`src/rtl/tcp_rx_dispatch.sv`:
```
// TCP receive dispatcher: buffers the 4-byte port header, looks up the destination
// port in a per-channel table, then replays the header and passes the rest through.
module tcp_rx_dispatch #(
    parameter int NUM_TCP = 8,
    parameter int PORT_W  = 16,
    parameter int CNT_W   = 16
) (
    input  logic                      i_clk,
    input  logic                      i_rst,
    input  logic [7:0]                s_tdata,
    input  logic                      s_tvalid,
    output logic                      s_tready,
    input  logic                      s_tlast,
    input  logic [NUM_TCP*PORT_W-1:0] i_port,
    input  logic [NUM_TCP-1:0]        i_port_en,
    output logic [7:0]                m_tdata,
    output logic                      m_tlast,
    output logic [NUM_TCP-1:0]        m_tvalid,
    input  logic [NUM_TCP-1:0]        m_tready,
    output logic [CNT_W-1:0]          o_drop_count,
    output logic                      o_busy
);

    localparam int SEL_W = (NUM_TCP > 1) ? $clog2(NUM_TCP) : 1;

    typedef enum logic [2:0] {
        IDLE,
        HDR,
        LOOKUP,
        REPLAY,
        PASS,
        DROP
    } state_t;

    state_t             state_reg;
    logic [7:0]         hdr_reg [0:3];
    logic [1:0]         idx_reg;
    logic               last_reg;
    logic [SEL_W-1:0]   sel_reg;
    logic [CNT_W-1:0]   drop_cnt_reg;

    logic [PORT_W-1:0]  dest_port;
    logic [NUM_TCP-1:0] port_match;
    logic               hit;
    logic [SEL_W-1:0]   hit_idx;
    logic               ready_sel;
    logic               chan_valid;
    logic               s_accept;
    logic               m_accept;
    logic [CNT_W-1:0]   drop_cnt_next;

    assign dest_port = PORT_W'({hdr_reg[2], hdr_reg[3]});

    genvar gi;
    generate
        for (gi = 0; gi < NUM_TCP; gi++) begin : g_match
            assign port_match[gi] = i_port_en[gi] &&
                                    (i_port[PORT_W*gi +: PORT_W] == dest_port);
        end
    endgenerate

    // Scan from the top so the lowest matching channel wins.
    always_comb begin
        hit     = 1'b0;
        hit_idx = '0;
        for (int i = NUM_TCP - 1; i >= 0; i--) begin
            if (port_match[i]) begin
                hit     = 1'b1;
                hit_idx = SEL_W'(i);
            end
        end
    end

    assign ready_sel = m_tready[sel_reg];

    always_comb begin
        s_tready   = 1'b0;
        chan_valid = 1'b0;
        m_tdata    = 8'h00;
        m_tlast    = 1'b0;
        case (state_reg)
            IDLE, HDR, DROP: s_tready = 1'b1;
            REPLAY: begin
                chan_valid = 1'b1;
                m_tdata    = hdr_reg[idx_reg];
                m_tlast    = (idx_reg == 2'd3) && last_reg;
            end
            PASS: begin
                s_tready   = ready_sel;
                chan_valid = s_tvalid;
                m_tdata    = s_tdata;
                m_tlast    = s_tlast;
            end
            default: s_tready = 1'b0;
        endcase
    end

    generate
        for (gi = 0; gi < NUM_TCP; gi++) begin : g_valid
            assign m_tvalid[gi] = chan_valid && (sel_reg == SEL_W'(gi));
        end
    endgenerate

    assign s_accept      = s_tvalid && s_tready;
    assign m_accept      = chan_valid && ready_sel;
    assign drop_cnt_next = (&drop_cnt_reg) ? drop_cnt_reg : drop_cnt_reg + CNT_W'(1);

    always_ff @(posedge i_clk) begin
        if (i_rst) begin
            state_reg    <= IDLE;
            idx_reg      <= 2'd0;
            last_reg     <= 1'b0;
            sel_reg      <= '0;
            drop_cnt_reg <= '0;
        end else begin
            case (state_reg)
                IDLE, HDR: begin
                    if (s_accept) begin
                        hdr_reg[idx_reg] <= s_tdata;
                        if (idx_reg == 2'd3) begin
                            last_reg  <= s_tlast;
                            idx_reg   <= 2'd0;
                            state_reg <= LOOKUP;
                        end else if (s_tlast) begin
                            // Too short to carry a destination port.
                            idx_reg      <= 2'd0;
                            drop_cnt_reg <= drop_cnt_next;
                            state_reg    <= IDLE;
                        end else begin
                            idx_reg   <= idx_reg + 2'd1;
                            state_reg <= HDR;
                        end
                    end
                end
                LOOKUP: begin
                    if (hit) begin
                        sel_reg   <= hit_idx;
                        state_reg <= REPLAY;
                    end else begin
                        drop_cnt_reg <= drop_cnt_next;
                        state_reg    <= last_reg ? IDLE : DROP;
                    end
                end
                REPLAY: begin
                    if (m_accept) begin
                        if (idx_reg == 2'd3) begin
                            idx_reg   <= 2'd0;
                            state_reg <= last_reg ? IDLE : PASS;
                        end else begin
                            idx_reg <= idx_reg + 2'd1;
                        end
                    end
                end
                PASS: begin
                    if (m_accept && s_tlast) state_reg <= IDLE;
                end
                DROP: begin
                    if (s_accept && s_tlast) state_reg <= IDLE;
                end
                default: state_reg <= IDLE;
            endcase
        end
    end

    assign o_drop_count = drop_cnt_reg;
    assign o_busy       = (state_reg != IDLE);

endmodule
```
`config.mk`:
```
export PLATFORM = sky130hd
export DESIGN_NAME = tcp_rx_dispatch
export DESIGN_NICKNAME = d
export VERILOG_FILES = /design/src/rtl/tcp_rx_dispatch.sv
export SDC_FILE = /design/constraint.sdc
export NUM_CORES = 1
export LEC_CHECK = 0
export CORE_MARGIN = 8
export CORE_UTILIZATION = 30
export CTS_BUF_LIST = sky130_fd_sc_hd__clkbuf_4 sky130_fd_sc_hd__clkbuf_8
export CTS_CLUSTER_DIAMETER = 40
export DETAILED_ROUTE_END_ITERATION = 8
export GPL_TIMING_DRIVEN = 0
export PLACE_DENSITY = 0.64
export SKIP_LAST_GASP = 1
export SLEW_MARGIN = 5
export SYNTH_ARGS = -nofsm -noshare
export SYNTH_HDL_FRONTEND = slang
export SYNTH_SLANG_ARGS = --single-unit
```
`constraint.sdc`:
```
create_clock -name i_clk -period 2.8 [get_ports i_clk]
set_input_delay 0.7 -clock i_clk [delete_from_list [all_inputs] [get_ports i_clk]]
set_output_delay 0.7 -clock i_clk [all_outputs]
set_load 0.02 [all_outputs]
```
# Word level (Yosys, flattened, before mapping)
# Memories as Yosys holds them, arrays and structs flattened. A register that Yosys moved wholly into a read port is not among the register bits.
# Index checks and enable logic that the tools add are counted.
word_totals:
  regBits: 25
  mem_bits_rw: 32
  in_bits: 156
  out_inout_bits: 35
  elab_cells: 123
  n_memories: 1
classes:
  add_sub_neg: 2
  magnitude_cmp: 1
  eq_ne: 29
  muxes: 51
  n_reduce_logical: 34
memory_table:
  columns: ["memory", "words", "width", "rd", "rd_clocked_by_memory_dff", "write_ports", "line", "rtl"]
  rows:
  - ["hdr_reg", 4, 8, 3, 1, 1, "36", "logic [7:0] hdr_reg [0:3];"]
op_table:
  columns: ["op", "n"]
  rows:
  - ["$eq A16 B16 Y1", 8]
  - ["$mux W16", 5]
  - ["$mux W3", 16]
  - ["$pmux W16 S2", 1]
  - ["$logic_and A1 B1 Y1", 21]
  - ["$eq A3 B3 Y1 const B", 6]
  - ["$add A16 B1 Y16 const B", 1]
  - ["$mux W2", 8]
  - ["$ne A2 B2 Y1 const B", 8]
  - ["$pmux W8 S2", 1]
  - ["$reduce_and A16 Y1", 1]
  - ["$pmux W3 S5", 1]
  - ["$mux W1", 14]
  - ["$eq A3 B2 Y1 const B", 4]
  - ["$reduce_and A5 Y1", 2]
  - ["$eq A3 B1 Y1 const B", 2]
  - ["$logic_not A3 Y1", 2]
  - ["$pmux W1 S2", 3]
  - ["$reduce_and A3 Y1", 2]
  - ["$lt A3 B4 Y1 const B", 1]
  - ["$pmux W2 S2", 1]
  - ["$reduce_bool A2 Y1", 2]
  - ["$bmux W1 S3", 1]
  - ["$reduce_bool A3 Y1", 1]
  - ["5 further kinds", 5]

# Longest topological paths before layout
# An unclocked memory read counts as a cell.
depth:
  depth_word: 13
  depth_mapped: 10
  mapped_depth_nobuf: 8

# Least setup slack after synthesis
# OpenSTA, ideal clock, no wires.
synth_path:
  path_type: "register to output"
  start: "register state_reg[0]"
  end: "output port m_tvalid[0]"
  arrival_time_ns: 1.868
  t_required_ns: 2.100
  slack_ns: 0.232
  stages_incl_launch_ff: 8
  path_buffers: 2
  path_cell_list: "dfxtp_1 clkbuf_1 nand2b_1 nor2_1 clkbuf_1 a21oi_1 or2_2 nor3_1"
synth_via:
  elab_chain_len: 3
  elab_cells_between_ends: 4
  cone_classes: "eq/ne: 2; mux: 1; reduce/logical: 1"
synth_rtl:
  columns: ["item", "line", "rtl"]
  rows:
  - ["start: declaration", "35", "state_t state_reg;"]
  - ["start signal: assignment", "141", "state_reg <= last_reg ? IDLE : DROP;"]
  - ["start signal: assignment", "148", "state_reg <= last_reg ? IDLE : PASS;"]
  - ["$eq A3 B3 Y1 / $eq A3 B2 Y1 (equally long branches)", "81", "case (state_reg)"]
  - ["$pmux W1 S2 *", "81", null]
  - ["$logic_and A1 B1 Y1 *", "100", "assign m_tvalid[gi] = chan_valid && (sel_reg == SEL_W'(gi));"]
  - ["end: declaration", "18", "output logic [NUM_TCP-1:0] m_tvalid,"]
# Every way passes the cells marked *; elsewhere a longest branch is shown, timed or not.

# Worst setup path after layout
layout_path:
  start: "input port i_port[63]"
  end: "register drop_cnt_reg[15], in the netlist o_drop_count[15]"
layout_via:
  elab_chain_len: 8
layout_rtl:
  columns: ["item", "line", "rtl"]
  rows:
  - ["start: declaration", "14", "input logic [NUM_TCP*PORT_W-1:0] i_port,"]
  - ["$eq A16 B16 Y1", "58", "(i_port[PORT_W*gi +: PORT_W] == dest_port);"]
  - ["$logic_and A1 B1 Y1", "57", "assign port_match[gi] = i_port_en[gi] &&"]
  - ["$mux W1 (4 in a row)", "67", "if (port_match[i]) begin"]
  - ["$ne A2 B2 Y1 (no source line)", null, null]
  - ["$reduce_and A5 Y1 (no source line)", null, null]
  - ["end signal: assignment", "127", "drop_cnt_reg <= drop_cnt_next;"]
  - ["end signal: assignment", "140", "drop_cnt_reg <= drop_cnt_next;"]
  - ["end: declaration", "40", "logic [CNT_W-1:0] drop_cnt_reg;"]
# Every way passes these cells.
# A chain may end at the register's enable or synchronous reset.

==> results.md <==
- Post-synth EDFFs: 32
- Final Core Density: 0.513
- Most frequent cells in the layout: 88 x dlymetal6s2s_1, 78 x xor2_1, 54 x clkdlybuf4s50_1
- Most used routing layer in global routing: met2
- Fillers: roughly 1300
- Max-slew violation count: 0
- Status: finished with violations
- Clk slew on worst S/H paths: approximately 70 ps
- Clock Latency Late Sink: 350 ps
- Syn Area/Cell: 9.64 sq um
- Die height: 138 um
- Worst reg2reg path depth: 10
- Core Region: about 15000 sq um
- Layout area overhead: 66.8%
- Yosys reg bits: 59
- Drt total wl: 18.5 mm
- Met1 Use GR: 0.204
- Hold Violations, Final: 0
- Global-route wire length before repair: 27.3 mm
- CTS Buffer Depth: 2
- Max IR drop VDD: 0.295 mV
- Final min period: 2810 ps
- Min-delay worst type: register to register
- DR vias/cell: between 5 and 6
- Failing checks: negative setup slack
- Max-cap violation count: 0
- Avg WL per Cell: 21.3 um
- Post-DP HPWL: 14.0 mm
- Row cnt: 44
- Via count: 4533
- Layout cells sized above 1: 0.204
- Number of global-route vias before repair: 4732
- Syn nets: 627
- Multiplexer share of the synthesized area: 0.0621
- Final worst slack: -8.79 ps
- CP max FO: 4
- WHS: 523 ps
- Power Total: 2190 uW
- Worst Tran Pin Value: 685 ps
- Drt drc: 0
- Startpoint Class: input pin
- Worst EP required: around 3100 ps
- First-pass DRT Iterations: 5
- Adder-Cell Fraction of Synth Area: 0.0139
- Largest net degree at the start of global routing: 11
- Count of different cell masters after synthesis: 53
- Async set-or-reset flop fraction in the synthesized netlist: 0
- FF-to-FF End: o_drop_count[15]
- RSZ-0062 raised after global routing: yes
- Leak: between 0.003 and 0.004 uW
- Worst R2R Setup Slack: 70 ps
- Synth Area in Simple Gates: 0.193
- DR iter-0 viols: 243
- H-tree levels: 3
- Met3 usage: 0.0312
- Hold endpoint: o_drop_count[12]
- Placer Congestion: 0.819
- Post-DRT Antenna Nets: 0
- Largest family of logic cells by synthesized area: XOR/XNOR gates
- Area fraction in compound gates after synthesis: 0.0942
- CTS tree: built
- Hold_sp: o_drop_count[12]
- Sequential share of the synthesized area: 0.334
- CTS root buffer: clkbuf_8
- Worst Skew: approximately 8 ps
- Gr usage total: 0.181
- Initial antenna violation count: 3
- Synth area leader: edfxtp_1
- Boundary pin count: 191
- Power Density: 293 nW/um^2
- Setup crit end kind: register
- Global route overflow: 0
- Fmax: 356 MHz
- Die area: ~19000 sq um
- Clock sinks: between 50 and 60
- Yosys Warn Count: 0
- Effective utilization at floorplan: 0.308
- Fin nets: 837
- CP arrival: 3090 ps
- Post-synthesis cell area: 4490 sq um
- Final setup fails: 1
- Yosys top cell area share: 0.214
- Max FFs per register: 32
- Mapped Cells: 466
- Critical path class: input pin to register
- Relative slew slack: 0.537
- Worst hold path cell count: 2
- Ys flop type: edfxtp_1
- Final Cycle Share: 1.00
- Most common cell after layout, fill and taps aside: dlymetal6s2s_1
- Synth area leaders: edfxtp_1 21%, xor2_1 18%, dfxtp_1 12%, xnor2_1 8.0%, mux4_2 5.0%
- R2R Path Start: hdr_reg[2][5]
- XOR/XNOR share of the synthesized area: 0.259
- Die X: between 100 and 150 um
- Port buffer count: 189
- Met2 Use GR: 0.331
- Cts bufs inserted: 9
worst max-delay path, stage by stage:
cell	delay, ps
clkdlybuf4s50_1	480
xor2_1	200
nor3_2	80
nand4_1	110
o22ai_2	130
o41ai_4	390
nand4_2	260
buf_6	180
or4_4	410
a21oi_2	140
metrics by stage:
stage | setup TNS (ps) | setup slack (ps) | area [sq um] | instances
global route | -754 | -148 | 7490 | 868
finish | -8.79 | -8.79 | 7490 | 868
detailed placement | -14010 | -630 | 6610 | 839
CTS | -128 | -75.0 | 6920 | 855
floorplan | 0 | 232 | 4490 | 466
global placement | -12560 | -585 | 6610 | 839
final cells by class:
cell class                      instances  area (sq um)  area share
Multi-Input combinational cell        372          3180       0.424
Timing Repair Buffer                  205          2160       0.289
Clock inverter                          7          82.6      0.0110
Clock buffer                            9           124      0.0165
Buffer                                 23           173      0.0231
Inverter                                6          22.5     0.00301
Tap cell                              184           230      0.0307
Antenna cell                            3          7.51     0.00100
Sequential cell                        59          1510       0.201
repair_timing:
action,CTS,global route
gates cloned,0,1
gates resized for setup,87,149
hold buffers,0,0
pin swaps,15,58
endpoints found under the setup margin,29,27
setup buffers,5,10
cells by family after synthesis:
group           after synthesis
flops                        59
fa+ha+maj                     5
compound gates               61
simple gates                158
xor+xnor                    133
mux                          15
buf+inv                      35
metal layers:
metal	wire, um	part of all wire
met1	7190	0.39
met2	9680	0.52
met3	1090	0.059
met4	516	0.028
met5	0	0
report_power, final:
group / switching (uW) / internal (uW)
combinational: 165 / 256
sequential: 13.8 / 925
clock: 343 / 490
total: 521 / 1670
synth_stat cells (all sizes together), types with 10 or more instances:
library cell   n
o21ai         11
nand2         27
nand4         17
nor3          12
or3           11
a21oi         17
dfxtp         27
nor2          30
nand3         11
mux4          10
buf           20
xnor2         41
xor2          92
nor4          17
edfxtp        32
worst max path at each step:
| stage | startpoint | end | slack (ps) | cells past startpoint |
|---|---|---|---|---|
| 5_1_grt | i_port[63] | o_drop_count[15] | -150 | 10 |
| 3_3_place_gp | m_tready[3] | s_tready | -590 | 6 |
| 3_5_place_dp | i_port[43] | o_drop_count[13] | -630 | 10 |
| 6_report | i_port[63] | o_drop_count[15] | -9 | 10 |
| 4_1_cts | state_reg[0] | m_tvalid[0] | -70 | 7 |
| 2_1_floorplan | state_reg[0] | m_tvalid[0] | 230 | 7 |
Note: power is estimated with default switching activity, not from simulation.
